==> config.mk <==
export PLATFORM = sky130hd
export DESIGN_NAME = decode_stage_flat
export DESIGN_NICKNAME = d
export VERILOG_FILES = /design/src/rtl/decode_pkg.sv /design/src/rtl/decode_if.sv /design/src/rtl/decode_comb.sv /design/src/rtl/decode_stage.sv /design/src/flat_wrapper.sv
export SDC_FILE = /design/constraint.sdc
export NUM_CORES = 1
export LEC_CHECK = 0
export CAP_MARGIN = 30
export CORE_UTILIZATION = 50
export CTS_CLUSTER_SIZE = 25
export DETAILED_ROUTE_END_ITERATION = 6
export PLACE_DENSITY = 0.75
export SYNTH_ARGS = -nofsm -noshare
export SYNTH_HDL_FRONTEND = slang
export SYNTH_SLANG_ARGS = --single-unit
==> constraint.sdc <==
create_clock -name clk -period 2.9 [get_ports clk]
set_input_delay 0.58 -clock clk [delete_from_list [all_inputs] [get_ports clk]]
set_output_delay 0.58 -clock clk [all_outputs]
set_load 0.05 [all_outputs]
==> src/rtl/decode_pkg.sv <==
// Shared RV32 decode definitions: opcode constants, immediate kinds, decoded bundle layout.
package decode_pkg;

    localparam logic [4:0] OPC_LOAD     = 5'b00000;
    localparam logic [4:0] OPC_MISC_MEM = 5'b00011;
    localparam logic [4:0] OPC_OP_IMM   = 5'b00100;
    localparam logic [4:0] OPC_AUIPC    = 5'b00101;
    localparam logic [4:0] OPC_STORE    = 5'b01000;
    localparam logic [4:0] OPC_OP       = 5'b01100;
    localparam logic [4:0] OPC_LUI      = 5'b01101;
    localparam logic [4:0] OPC_BRANCH   = 5'b11000;
    localparam logic [4:0] OPC_JALR     = 5'b11001;
    localparam logic [4:0] OPC_JAL      = 5'b11011;
    localparam logic [4:0] OPC_SYSTEM   = 5'b11100;

    localparam logic [31:0] NOP_INST = 32'h0000_0013;

    typedef enum logic [2:0] {ImmI, ImmS, ImmB, ImmU, ImmJ, ImmZ} imm_type_e;

    typedef struct packed {
        logic [4:0]  rd;
        logic [4:0]  rs1;
        logic [4:0]  rs2;
        logic [2:0]  funct3;
        logic [31:0] imm;
        logic [11:0] csr;
        logic [1:0]  access_size;
        logic        rd_en;
        logic        rs1_en;
        logic        rs2_en;
        logic        imm_en;
        logic        alu_en;
        logic        alu_flag;
        logic        mem_en;
        logic        rw;
        logic        unsign;
        logic        is_jal;
        logic        is_jalr;
        logic        is_branch;
        logic        is_jmp;
        logic        is_fence;
        logic        is_system;
        logic        is_muldiv;
        logic        is_invalid;
    } bundle_t;

    localparam int unsigned BUNDLE_W = $bits(bundle_t);

    function automatic logic [31:0] gen_imm(input logic [31:0] inst, input imm_type_e sel);
        logic [31:0] imm;
        unique case (sel)
            ImmI:    imm = {{20{inst[31]}}, inst[31:20]};
            ImmS:    imm = {{20{inst[31]}}, inst[31:25], inst[11:7]};
            ImmB:    imm = {{19{inst[31]}}, inst[31], inst[7], inst[30:25], inst[11:8], 1'b0};
            ImmU:    imm = {inst[31:12], 12'h000};
            ImmJ:    imm = {{11{inst[31]}}, inst[31], inst[19:12], inst[20], inst[30:21], 1'b0};
            ImmZ:    imm = {27'd0, inst[19:15]};
            default: imm = 32'd0;
        endcase
        return imm;
    endfunction

endpackage

==> src/rtl/decode_if.sv <==
// Fetch-side and consumer-side handshake plus decoded bundle fields of the decode stage.
interface decode_if #(
    parameter int unsigned PC_W = 32
);
    logic            in_valid;
    logic            in_ready;
    logic [31:0]     inst;
    logic [PC_W-1:0] in_pc;

    logic            out_valid;
    logic            out_ready;
    logic [PC_W-1:0] out_pc;
    logic [4:0]      rd;
    logic [4:0]      rs1;
    logic [4:0]      rs2;
    logic [2:0]      funct3;
    logic [31:0]     imm;
    logic [11:0]     csr;
    logic [1:0]      access_size;
    logic            rd_en, rs1_en, rs2_en, imm_en, alu_en, alu_flag, mem_en, rw, unsign;
    logic            is_jal, is_jalr, is_branch, is_jmp, is_fence, is_system, is_muldiv;
    logic            is_invalid;

    modport master (
        output in_valid, inst, in_pc, out_ready,
        input  in_ready, out_valid, out_pc, rd, rs1, rs2, funct3, imm, csr, access_size,
        input  rd_en, rs1_en, rs2_en, imm_en, alu_en, alu_flag, mem_en, rw, unsign,
        input  is_jal, is_jalr, is_branch, is_jmp, is_fence, is_system, is_muldiv, is_invalid
    );

    modport slave (
        input  in_valid, inst, in_pc, out_ready,
        output in_ready, out_valid, out_pc, rd, rs1, rs2, funct3, imm, csr, access_size,
        output rd_en, rs1_en, rs2_en, imm_en, alu_en, alu_flag, mem_en, rw, unsign,
        output is_jal, is_jalr, is_branch, is_jmp, is_fence, is_system, is_muldiv, is_invalid
    );

endinterface

==> src/rtl/decode_comb.sv <==
// Pure combinational RV32I(+M, +Zicsr) instruction decoder producing one bundle_t.
module decode_comb
    import decode_pkg::*;
#(
    parameter bit EN_M     = 1'b0,
    parameter bit EN_ZICSR = 1'b1
) (
    input  logic [31:0] inst_i,
    output bundle_t     dec_o
);

    logic [4:0] opc;
    logic [2:0] f3;
    logic [6:0] f7;
    logic       illegal;
    imm_type_e  imm_t;
    bundle_t    d;

    assign opc = inst_i[6:2];
    assign f3  = inst_i[14:12];
    assign f7  = inst_i[31:25];

    always_comb begin
        d         = '0;
        illegal   = 1'b0;
        imm_t     = ImmI;
        d.rd      = inst_i[11:7];
        d.rs1     = inst_i[19:15];
        d.rs2     = inst_i[24:20];
        d.funct3  = f3;
        d.csr     = inst_i[31:20];

        if (inst_i[1:0] != 2'b11) begin
            illegal = 1'b1;
        end else begin
            unique case (opc)
                OPC_LUI: begin
                    d.rs1    = 5'd0;
                    d.rd_en  = 1'b1;
                    d.imm_en = 1'b1;
                    d.alu_en = 1'b1;
                    imm_t    = ImmU;
                end
                OPC_AUIPC: begin
                    d.rd_en  = 1'b1;
                    d.imm_en = 1'b1;
                    d.alu_en = 1'b1;
                    imm_t    = ImmU;
                end
                OPC_JAL: begin
                    d.rd_en  = 1'b1;
                    d.imm_en = 1'b1;
                    d.is_jal = 1'b1;
                    imm_t    = ImmJ;
                end
                OPC_JALR: begin
                    illegal   = (f3 != 3'b000);
                    d.rd_en   = 1'b1;
                    d.rs1_en  = 1'b1;
                    d.imm_en  = 1'b1;
                    d.is_jalr = 1'b1;
                end
                OPC_BRANCH: begin
                    illegal     = (f3[2:1] == 2'b01);
                    d.rs1_en    = 1'b1;
                    d.rs2_en    = 1'b1;
                    d.imm_en    = 1'b1;
                    d.is_branch = 1'b1;
                    imm_t       = ImmB;
                end
                OPC_LOAD, OPC_STORE: begin
                    // Loads reject lwu/ld-style widths; stores only support b/h/w.
                    if (opc == OPC_LOAD) begin
                        illegal = (f3 == 3'b011) || (f3[2:1] == 2'b11);
                        d.rd_en = 1'b1;
                    end else begin
                        illegal  = (f3 >= 3'b011);
                        d.rs2_en = 1'b1;
                        imm_t    = ImmS;
                    end
                    d.rs1_en      = 1'b1;
                    d.imm_en      = 1'b1;
                    d.mem_en      = 1'b1;
                    d.rw          = ~inst_i[5];
                    d.unsign      = inst_i[14];
                    d.access_size = inst_i[13:12];
                end
                OPC_OP_IMM: begin
                    if (f3 == 3'b001) begin
                        illegal = (f7 != 7'b0000000);
                    end else if (f3 == 3'b101) begin
                        illegal = (f7 != 7'b0000000) && (f7 != 7'b0100000);
                    end
                    d.rd_en    = 1'b1;
                    d.rs1_en   = 1'b1;
                    d.imm_en   = 1'b1;
                    d.alu_en   = 1'b1;
                    d.alu_flag = (f3 == 3'b101) && inst_i[30];
                end
                OPC_OP: begin
                    d.rd_en  = 1'b1;
                    d.rs1_en = 1'b1;
                    d.rs2_en = 1'b1;
                    d.alu_en = 1'b1;
                    if (f7 == 7'b0000001) begin
                        if (EN_M) begin
                            d.is_muldiv = 1'b1;
                        end else begin
                            illegal = 1'b1;
                        end
                    end else if (f7 == 7'b0000000) begin
                        d.alu_flag = 1'b0;
                    end else if (f7 == 7'b0100000) begin
                        d.alu_flag = 1'b1;
                        illegal    = (f3 != 3'b000) && (f3 != 3'b101);
                    end else begin
                        illegal = 1'b1;
                    end
                end
                OPC_MISC_MEM: begin
                    d.is_fence = 1'b1;
                end
                OPC_SYSTEM: begin
                    d.is_system = 1'b1;
                    if (f3 == 3'b100) begin
                        illegal = 1'b1;
                    end else if (f3 != 3'b000) begin
                        illegal = !EN_ZICSR;
                        d.rd_en = 1'b1;
                        // funct3[2] selects the zimm form over the rs1 form.
                        if (f3[2]) begin
                            d.imm_en = 1'b1;
                            imm_t    = ImmZ;
                        end else begin
                            d.rs1_en = 1'b1;
                        end
                    end
                end
                default: illegal = 1'b1;
            endcase
        end

        d.imm    = d.imm_en ? gen_imm(inst_i, imm_t) : 32'd0;
        d.rd_en  = d.rd_en && (d.rd != 5'd0);
        d.is_jmp = d.is_jal || d.is_jalr || d.is_branch;

        if (illegal) begin
            d            = '0;
            d.is_invalid = 1'b1;
        end else if (inst_i == NOP_INST) begin
            d = '0;
        end
    end

    assign dec_o = d;

endmodule

==> src/rtl/decode_stage.sv <==
// Registered decode stage: decode_comb followed by a single output register or 2-entry skid buffer.
module decode_stage
    import decode_pkg::*;
#(
    parameter bit          SKID     = 1'b1,
    parameter bit          EN_M     = 1'b0,
    parameter bit          EN_ZICSR = 1'b1,
    parameter int unsigned PC_W     = 32
) (
    input  logic   clk,
    input  logic   nreset,
    input  logic   flush,
    decode_if.slave bus
);

    localparam int unsigned EntryW = BUNDLE_W + PC_W;

    bundle_t             dec_new;
    bundle_t             out_dec;
    logic [EntryW-1:0]   entry_new;
    logic [EntryW-1:0]   out_entry;
    logic                out_valid_w;
    logic                in_ready_w;

    decode_comb #(
        .EN_M     (EN_M),
        .EN_ZICSR (EN_ZICSR)
    ) u_decode_comb (
        .inst_i (bus.inst),
        .dec_o  (dec_new)
    );

    assign entry_new = {dec_new, bus.in_pc};

    if (SKID == 1'b0) begin : g_reg
        logic [EntryW-1:0] head_q, head_d;
        logic              valid_q, valid_d;
        logic              accept;

        assign in_ready_w = !valid_q || bus.out_ready;

        always_comb begin
            accept  = bus.in_valid && in_ready_w && !flush;
            head_d  = head_q;
            valid_d = valid_q;
            if (flush) begin
                valid_d = 1'b0;
            end else if (accept) begin
                valid_d = 1'b1;
                head_d  = entry_new;
            end else if (bus.out_ready) begin
                valid_d = 1'b0;
            end
        end

        always_ff @(posedge clk or negedge nreset) begin
            if (!nreset) begin
                valid_q <= 1'b0;
                head_q  <= '0;
            end else begin
                valid_q <= valid_d;
                head_q  <= head_d;
            end
        end

        assign out_valid_w = valid_q;
        assign out_entry   = head_q;
    end else begin : g_skid
        typedef enum logic [1:0] {StEmpty, StOne, StFull} cnt_e;

        cnt_e              cnt_q, cnt_d;
        logic [EntryW-1:0] head_q, head_d, skid_q, skid_d;
        logic              ready_q, ready_d, valid_q, valid_d;
        logic              accept, drain;

        always_comb begin
            accept = bus.in_valid && ready_q && !flush;
            drain  = valid_q && bus.out_ready && !flush;
            cnt_d  = cnt_q;
            head_d = head_q;
            skid_d = skid_q;
            if (flush) begin
                cnt_d = StEmpty;
            end else begin
                unique case (cnt_q)
                    StEmpty: begin
                        if (accept) begin
                            head_d = entry_new;
                            cnt_d  = StOne;
                        end
                    end
                    StOne: begin
                        if (accept && drain) begin
                            head_d = entry_new;
                        end else if (accept) begin
                            skid_d = entry_new;
                            cnt_d  = StFull;
                        end else if (drain) begin
                            cnt_d = StEmpty;
                        end
                    end
                    StFull: begin
                        // Head leaves; the older skid entry moves up to keep FIFO order.
                        if (drain) begin
                            head_d = skid_q;
                            cnt_d  = StOne;
                        end
                    end
                    default: cnt_d = StEmpty;
                endcase
            end
            ready_d = (cnt_d != StFull);
            valid_d = (cnt_d != StEmpty);
        end

        always_ff @(posedge clk or negedge nreset) begin
            if (!nreset) begin
                cnt_q   <= StEmpty;
                head_q  <= '0;
                skid_q  <= '0;
                ready_q <= 1'b0;
                valid_q <= 1'b0;
            end else begin
                cnt_q   <= cnt_d;
                head_q  <= head_d;
                skid_q  <= skid_d;
                ready_q <= ready_d;
                valid_q <= valid_d;
            end
        end

        assign in_ready_w  = ready_q;
        assign out_valid_w = valid_q;
        assign out_entry   = head_q;
    end

    assign out_dec = out_entry[EntryW-1:PC_W];

    assign bus.in_ready    = in_ready_w;
    assign bus.out_valid   = out_valid_w;
    assign bus.out_pc      = out_entry[PC_W-1:0];
    assign bus.rd          = out_dec.rd;
    assign bus.rs1         = out_dec.rs1;
    assign bus.rs2         = out_dec.rs2;
    assign bus.funct3      = out_dec.funct3;
    assign bus.imm         = out_dec.imm;
    assign bus.csr         = out_dec.csr;
    assign bus.access_size = out_dec.access_size;
    assign bus.rd_en       = out_dec.rd_en;
    assign bus.rs1_en      = out_dec.rs1_en;
    assign bus.rs2_en      = out_dec.rs2_en;
    assign bus.imm_en      = out_dec.imm_en;
    assign bus.alu_en      = out_dec.alu_en;
    assign bus.alu_flag    = out_dec.alu_flag;
    assign bus.mem_en      = out_dec.mem_en;
    assign bus.rw          = out_dec.rw;
    assign bus.unsign      = out_dec.unsign;
    assign bus.is_jal      = out_dec.is_jal;
    assign bus.is_jalr     = out_dec.is_jalr;
    assign bus.is_branch   = out_dec.is_branch;
    assign bus.is_jmp      = out_dec.is_jmp;
    assign bus.is_fence    = out_dec.is_fence;
    assign bus.is_system   = out_dec.is_system;
    assign bus.is_muldiv   = out_dec.is_muldiv;
    assign bus.is_invalid  = out_dec.is_invalid;

endmodule

==> src/flat_wrapper.sv <==
// flat-port wrapper written by rule: the top's interface ports become plain ports
module decode_stage_flat import decode_pkg::*;
#(
    parameter bit          SKID     = 1'b1,
    parameter bit          EN_M     = 1'b0,
    parameter bit          EN_ZICSR = 1'b1,
    parameter int unsigned PC_W     = 32
)
  (clk, nreset, flush, bus_in_valid, bus_inst, bus_in_pc, bus_out_ready, bus_in_ready, bus_out_valid, bus_out_pc, bus_rd, bus_rs1, bus_rs2, bus_funct3, bus_imm, bus_csr, bus_access_size, bus_rd_en, bus_rs1_en, bus_rs2_en, bus_imm_en, bus_alu_en, bus_alu_flag, bus_mem_en, bus_rw, bus_unsign, bus_is_jal, bus_is_jalr, bus_is_branch, bus_is_jmp, bus_is_fence, bus_is_system, bus_is_muldiv, bus_is_invalid);
  decode_if #(.PC_W(PC_W)) bus_i ();
  input  logic clk;
  input  logic nreset;
  input  logic flush;
  input wire logic [$bits(bus_i.in_valid)-1:0] bus_in_valid;
  input wire logic [$bits(bus_i.inst)-1:0] bus_inst;
  input wire logic [$bits(bus_i.in_pc)-1:0] bus_in_pc;
  input wire logic [$bits(bus_i.out_ready)-1:0] bus_out_ready;
  output wire logic [$bits(bus_i.in_ready)-1:0] bus_in_ready;
  output wire logic [$bits(bus_i.out_valid)-1:0] bus_out_valid;
  output wire logic [$bits(bus_i.out_pc)-1:0] bus_out_pc;
  output wire logic [$bits(bus_i.rd)-1:0] bus_rd;
  output wire logic [$bits(bus_i.rs1)-1:0] bus_rs1;
  output wire logic [$bits(bus_i.rs2)-1:0] bus_rs2;
  output wire logic [$bits(bus_i.funct3)-1:0] bus_funct3;
  output wire logic [$bits(bus_i.imm)-1:0] bus_imm;
  output wire logic [$bits(bus_i.csr)-1:0] bus_csr;
  output wire logic [$bits(bus_i.access_size)-1:0] bus_access_size;
  output wire logic [$bits(bus_i.rd_en)-1:0] bus_rd_en;
  output wire logic [$bits(bus_i.rs1_en)-1:0] bus_rs1_en;
  output wire logic [$bits(bus_i.rs2_en)-1:0] bus_rs2_en;
  output wire logic [$bits(bus_i.imm_en)-1:0] bus_imm_en;
  output wire logic [$bits(bus_i.alu_en)-1:0] bus_alu_en;
  output wire logic [$bits(bus_i.alu_flag)-1:0] bus_alu_flag;
  output wire logic [$bits(bus_i.mem_en)-1:0] bus_mem_en;
  output wire logic [$bits(bus_i.rw)-1:0] bus_rw;
  output wire logic [$bits(bus_i.unsign)-1:0] bus_unsign;
  output wire logic [$bits(bus_i.is_jal)-1:0] bus_is_jal;
  output wire logic [$bits(bus_i.is_jalr)-1:0] bus_is_jalr;
  output wire logic [$bits(bus_i.is_branch)-1:0] bus_is_branch;
  output wire logic [$bits(bus_i.is_jmp)-1:0] bus_is_jmp;
  output wire logic [$bits(bus_i.is_fence)-1:0] bus_is_fence;
  output wire logic [$bits(bus_i.is_system)-1:0] bus_is_system;
  output wire logic [$bits(bus_i.is_muldiv)-1:0] bus_is_muldiv;
  output wire logic [$bits(bus_i.is_invalid)-1:0] bus_is_invalid;
  assign bus_i.in_valid = bus_in_valid;
  assign bus_i.inst = bus_inst;
  assign bus_i.in_pc = bus_in_pc;
  assign bus_i.out_ready = bus_out_ready;
  assign bus_in_ready = bus_i.in_ready;
  assign bus_out_valid = bus_i.out_valid;
  assign bus_out_pc = bus_i.out_pc;
  assign bus_rd = bus_i.rd;
  assign bus_rs1 = bus_i.rs1;
  assign bus_rs2 = bus_i.rs2;
  assign bus_funct3 = bus_i.funct3;
  assign bus_imm = bus_i.imm;
  assign bus_csr = bus_i.csr;
  assign bus_access_size = bus_i.access_size;
  assign bus_rd_en = bus_i.rd_en;
  assign bus_rs1_en = bus_i.rs1_en;
  assign bus_rs2_en = bus_i.rs2_en;
  assign bus_imm_en = bus_i.imm_en;
  assign bus_alu_en = bus_i.alu_en;
  assign bus_alu_flag = bus_i.alu_flag;
  assign bus_mem_en = bus_i.mem_en;
  assign bus_rw = bus_i.rw;
  assign bus_unsign = bus_i.unsign;
  assign bus_is_jal = bus_i.is_jal;
  assign bus_is_jalr = bus_i.is_jalr;
  assign bus_is_branch = bus_i.is_branch;
  assign bus_is_jmp = bus_i.is_jmp;
  assign bus_is_fence = bus_i.is_fence;
  assign bus_is_system = bus_i.is_system;
  assign bus_is_muldiv = bus_i.is_muldiv;
  assign bus_is_invalid = bus_i.is_invalid;
  decode_stage #(.SKID(SKID), .EN_M(EN_M), .EN_ZICSR(EN_ZICSR), .PC_W(PC_W)) u_core (.clk(clk), .nreset(nreset), .flush(flush), .bus(bus_i));
endmodule
## Word-level counts from Yosys, hierarchy flattened

Cells that the tools add are included.

- Word-level logic and storage cells: 132
- Output and inout port bits: 115
- Register bits: 230
- Input port bits: 69

- Bitwise logic cells: 3
- Eq/ne operators: 33
- $lt $le $gt $ge: 1
- Reduce and logical (&&, ||, !) cells: 32
- Mux-type cells: 58

Operator list:

| kind | number |
|---|---|
| 113-bit 2-to-1 mux | 3 |
| 113-bit one-hot mux with 3 select lines | 1 |
| 32-bit one-hot mux with 6 select lines | 1 |
| 81-bit 2-to-1 mux | 2 |
| 32-bit by 5-bit equality test with 1-bit output, second input constant | 1 |
| 32-bit 2-to-1 mux | 1 |
| 1-bit 2-to-1 mux | 24 |
| 5-bit equality test, second input constant | 4 |
| 2-bit 2-to-1 mux | 10 |
| 5-bit by 4-bit equality test with 1-bit output, second input constant | 3 |
| 3-bit 2-to-1 mux | 5 |
| 3-bit one-hot mux with 5 select lines | 1 |
| 14-bit 2-to-1 mux | 1 |
| 3-bit equality test, second input constant | 4 |
| 6-bit OR reduction | 2 |
| 5-bit by 3-bit equality test with 1-bit output, second input constant | 2 |
| 5-bit 2-to-1 mux | 2 |
| 3-bit by 2-bit equality test with 1-bit output, second input constant | 3 |
| 1-bit logical AND | 9 |
| 1-bit one-hot mux with 2 select lines | 4 |
| 4-bit OR reduction | 2 |
| 8-bit OR reduction | 1 |
| 7-bit by 1-bit equality test with 1-bit output, second input constant | 1 |
| 7-bit by 6-bit equality test with 1-bit output, second input constant | 1 |
| other kinds (26) | 39 |

## Longest topological paths before layout

- Depth after elaboration: 12
- Gate-level depth with buffers: 9
- Depth with buffers taken out: 6

## Modules after synthesis

Synthesis repeated with hierarchy kept, for this count alone.

- Cells, all modules: 893
- Area, all modules: 10732.8 um^2

By module, submodules not included:

| module | instances | area each (um^2) | cells each | sequential area each (um^2) |
|---|---|---|---|---|
| decode_stage | 1 | 9346.5 | 650 | 5755.5 |
| decode_comb | 1 | 1386.3 | 243 | 0.0 |

## Worst setup path after synthesis

Ideal clock, no wire load.

- Path kind: input to register
- Start point: in bus_inst[2]
- End point: reg u_core.g_skid.skid_q[65]
- Setup slack: 0.508 ns
- Data arrival time: 2.258 ns
- Data required time: 2.765 ns
- Stages on the path: 7
- Cell sequence: buf_2 or3b_1 buf_2 or3_1 a21o_1 a222oi_1 o31ai_1

- Longest elaborated chain between the ends: 9
- Elaborated cells between the ends (all ways): 34
- Classes of those cells: 16 x eq/ne; 12 x mux; 6 x reduce/logical

Ends and longest elaborated chain:

| item | line | RTL |
|---|---|---|
| start: declaration | flat_wrapper.sv:15 | `input wire logic [$bits(bus_i.inst)-1:0] bus_inst;` |
| 5-bit by 4-bit equality test with 1-bit output (tied with other cells) | decode_comb.sv:36 | `unique case (opc)` |
| 2-bit OR reduction (tied with other cells) | decode_comb.sv:36 |  |
| 3-bit one-hot mux with 5 select lines | decode_comb.sv:36 |  |
| 3-bit 2-to-1 mux | decode_comb.sv:33 | `if (inst_i[1:0] != 2'b11) begin` |
| 3-bit equality test (tied with other cells) | decode_pkg.sv:51 | `unique case (sel)` |
| 32-bit one-hot mux with 6 select lines | decode_pkg.sv:51 |  |
| 32-bit 2-to-1 mux | decode_comb.sv:143 | `d.imm = d.imm_en ? gen_imm(inst_i, imm_t) : 32'd0;` |
| 81-bit 2-to-1 mux | decode_comb.sv:150 | `end else if (inst_i == NOP_INST) begin` |
| 81-bit 2-to-1 mux (*) | decode_comb.sv:147 | `if (illegal) begin` |
| end signal: assignment | decode_stage.sv:126 | `skid_q <= skid_d;` |
| end: declaration | decode_stage.sv:72 | `logic [EntryW-1:0] head_q, head_d, skid_q, skid_d;` |

Mark *: on every way between the ends. The rest lies on a longest branch, timed or not.
A chain may end at the register's enable or synchronous reset.

## Worst setup path after layout

- Start point: in bus_inst[5]
- End point: reg u_core.g_skid.skid_q[75]

The elaborated chain is that of the path after synthesis.

==> results.md <==
* Final min period at 2.738 ns
* Post-DP HPWL at 22.45 mm
* Post-Syn Instances at 1156
* Post-synthesis net count at 1225
* P_int at 6092 uW
* # IOs at 184
* Post-DRT Antenna Nets at 0
* Worst VDD drop at 605.3 uV
* Initial antenna violation count at 0
* Die area at 20920 sq um
* Pins Over Slew Limit at 0
* Slew headroom at 58.36%
* Critical Path Sink: u_core.g_skid.skid_q[75]
* DP Area at 13030 sq um
* Fmax at 0.3653 GHz
* Area Growth Syn to Fin at 35.56%
* Tcrit/Tclk final at between 90% and 100%
* Via density at about 5.8
* Synthesis-stage register bit count at 218
* Most common cell on crit path: buf_4
* EDFF count, synth at 0
* Clock sinks at 218
* RR Startpoint: u_core.g_skid.cnt_q[1]
* DRC errors left at 0
* Nets at 1459
* Critical path required time at 3.30 ns
* Clock slew at reported path FFs at 0.06 ns
* Buf+Inv Stages, Crit Path at 3
* Router iterations before antenna repair at 5
* First-pass GRT wire length at just over 50 mm
* TritonCTS buffer count at 24
* Longest Clk Path Bufs at 3
* Root Buffer: clkbuf_16
* Clock Latency Late Sink at 0.52 ns
* Die Height at around 140 microns
* GPL Wtd Cong at 0.9140
* R2R depth at 7
* Worst endpoint data arrival time at 3.14 ns
* Hold Slack at -0.0001343 ns
* Critical Path Max Stage Delay at 0.46 ns
* Die width at 144.6 microns
* CP Cell Sequence: clkdlybuf4s50_1 -> buf_4 -> buf_4 -> or3b_1 -> or3_1 -> nand4_1 -> nand2_1 -> a21oi_1 -> o31ai_1
* Synthesized area at 10170 sq um
* Yosys warns at 0
* Asr flop ratio synth at 100.0%
* Largest net degree at the start of global routing at 72
* IO buf count at 182
* Status: finished, violations left
* Setup CP Type: input port to flip-flop
* CTS tree: done
* Setup violators final at 0
* Starting Density at 51.60%
* Net Sw Frac at 35.84%
* Fin. Hold Viols at 1
* P per Cell Area at about 690 nW/um^2
* CP startpoint kind: input port
* CP Capture Type: flip-flop
* Critical R2R Capture: u_core.g_skid.head_q[111]
* Seq pwr share at 40.4%
* Clock power share at 29.6%
* Slowest-stage cell, CP: clkdlybuf4s50_1
* WP depth at 9
* Post-synthesis average cell area at 8.801 sq um
* Main synth FF type: dfrtp_1
* CP delay by family, top: simple AND/OR/NAND/NOR gates
* Post-Route WL at 32.32 mm
* N_diodes at 0
* Via count of the first global-routing pass at 9269
* Wirelength per Cell at 19.35 microns
* DRT iter0 DRCs at 680
* Gate power share at between 30% and 40%
* HP Class: input port to async pin
* Max Cap Violations at 0
* CP startpoint: bus_inst[5]
* RSZ-0062 raised after global routing: false
* Worst Skew at between 0.02 and 0.025 ns
* Rows at 51
* Actual slew at the worst max-slew pin at a little over 0.6 ns
* Core area at 19720 sq um
* R2r setup slk at approximately 0.85 ns
* Layout cells sized above 1 at 13.31%
* Yosys cell types at 53
* Leak pwr at 0.006282 uW
* CP Max Fanout at 9
* GRT Util Overall at a little under a third
* Seq/Total Area, Yosys at a little over half
* Net load switching power at 3402 uW
* Vias at roughly 9700
* Failing checks: hold timing
* Post-route cell area at ~14000 sq um
* H-tree depth at 1
* Overflow after GRT at 0
==> registers in the layout, summed over array words and instances (netlist names) <==
| signal | count |
|---|---|
| u_core.bus.in_ready | 1 |
| u_core.g_skid.skid_q | 107 |
| u_core.g_skid.head_q | 107 |
| u_core.g_skid.cnt_q | 2 |
| u_core.bus.out_valid | 1 |
==> power groups by stage <==
stage / registers [uW] / clock network, uW / logic, uW
floorplan: 4710 / 0 / 842
global placement: 3860 / 0 / 2800
detailed placement: 3880 / 0 / 2830
CTS: 3830 / 2840 / 2850
global route: 3890 / 2970 / 3040
finish: 3840 / 2810 / 2850
==> layer usage <==
layer  global-route usage (%)  up-vias  share of wire, %
met5                        0        -                 0
met4                    10.58        0               3.0
met3                    6.987       74               8.5
met2                    48.94      455                46
met1                    44.17     4704                42
li1                         -     4514                 -
==> cell families (layout without fill, tap and decap cells) <==
| group | Yosys count | count (layout) | synth area share [%] |
|---|---|---|---|
| buffers and inverters | 106 | 355 | 4.489 |
| other | 1 | 1 | 0.03686 |
| AO/OA/AOI/OAI | 320 | 320 | 18.84 |
| multiplexers | 3 | 3 | 0.3320 |
| AND/OR/NAND/NOR | 508 | 508 | 22.68 |
| flip-flops | 218 | 218 | 53.62 |
==> cell usage in the layout (no fill, tap or decap), types with 3 or more instances in the layout <==
cell             count
or3_1                3
o221ai_1             3
mux2_2               3
nand2_1            289
o31ai_1             62
nor4_1               4
nand3_2              3
clkbuf_1             5
buf_12              15
clkinv_2             6
nand4_1             30
inv_1                5
clkbuf_16           24
nor2b_1              4
nand2b_1             5
clkdlybuf4s50_1    181
buf_4              111
o21ai_0             54
a31oi_1             36
dfrtp_1            218
nand3_1             11
nor2_1              78
a22o_1               3
a21oi_1            119
a21o_1               8
o21ai_1             14
nand3b_1             3
nor3_1               7
and3_1              52
==> cell type report <==
| cell class | count | area [sq um] |
|---|---|---|
| Clock inverter | 10 | 71.32 |
| Tap cell | 265 | 331.6 |
| Clock buffer | 31 | 646.9 |
| Timing Repair Buffer | 309 | 2968 |
| Multi-Input combinational cell | 832 | 4299 |
| Sequential cell | 218 | 5455 |
| Fill cell | 1535 | 5927 |
| Inverter | 5 | 18.77 |
==> worst reg2reg max path, cell delays in order (launching register included) <==
cell	delay [ns]
dfrtp_1	0.45
nand3b_1	0.22
o21ai_0	0.30
nor2b_4	0.27
buf_12	0.28
buf_4	0.25
nor2_1	0.06
a21oi_1	0.14
==> cells in the mapped netlist, types with 3 or more instances <==
| cell type | n | area share (%) |
|---|---|---|
| nand2_1 | 290 | 11 |
| dfrtp_1 | 218 | 54 |
| a21oi_1 | 120 | 5.9 |
| nor2_1 | 78 | 2.9 |
| clkbuf_1 | 70 | 2.6 |
| o31ai_1 | 62 | 4.6 |
| o21ai_0 | 54 | 2.7 |
| and3_1 | 52 | 3.2 |
| a31oi_1 | 36 | 2.2 |
| nand4_1 | 30 | 1.8 |
| buf_2 | 17 | 0.84 |
| o21ai_1 | 14 | 0.69 |
| nand3_1 | 11 | 0.54 |
| buf_4 | 10 | 0.74 |
| a21o_1 | 8 | 0.59 |
| nand2b_1 | 7 | 0.43 |
| nor3_1 | 7 | 0.34 |
| nor2b_1 | 6 | 0.37 |
| inv_1 | 5 | 0.18 |
| buf_1 | 4 | 0.15 |
| nor4_1 | 4 | 0.25 |
| a22o_1 | 3 | 0.26 |
| mux2_2 | 3 | 0.33 |
| nand3_2 | 3 | 0.30 |
| nand3b_1 | 3 | 0.22 |
| o221ai_1 | 3 | 0.26 |
| or3_1 | 3 | 0.18 |
==> worst min path at each step <==
stage | startpoint | endpoint | slack [ns] | cells past startpoint
after floorplan | nreset | u_core.bus.in_ready | 0.28 | 0
after global placement | u_core.g_skid.skid_q[38] | u_core.g_skid.skid_q[38] | 0.45 | 2
after detailed placement | u_core.g_skid.skid_q[38] | u_core.g_skid.skid_q[38] | 0.46 | 2
after CTS | nreset | u_core.g_skid.head_q[76] | 0.04 | 1
after global routing | nreset | u_core.g_skid.head_q[76] | 0.05 | 1
final | nreset | u_core.g_skid.head_q[76] | -0.0001 | 1
==> timing repair <==
action	CTS	global route
resized for setup	0	2
pin swaps	1	1
setup endpoints to repair	20	30
hold buffers	0	0
setup buffers	3	0
endpoints found under the hold margin	0	0
cloned	0	0
==> stage by stage <==
step	power, uW	cells	utilization [%]	setup TNS (ns)	setup WS [ns]
4_1_cts	9520	1669	69.86	0	0.05090
3_3_place_gp	6666	1625	66.10	-49.51	-0.4811
5_1_grt	9901	1670	69.94	0	0.05503
3_5_place_dp	6705	1625	66.10	-54.40	-0.5931
2_1_floorplan	5554	1156	-	0	0.5076
6_report	9494	1670	69.94	0	0.1623
Power figures use the tool's default switching activity.
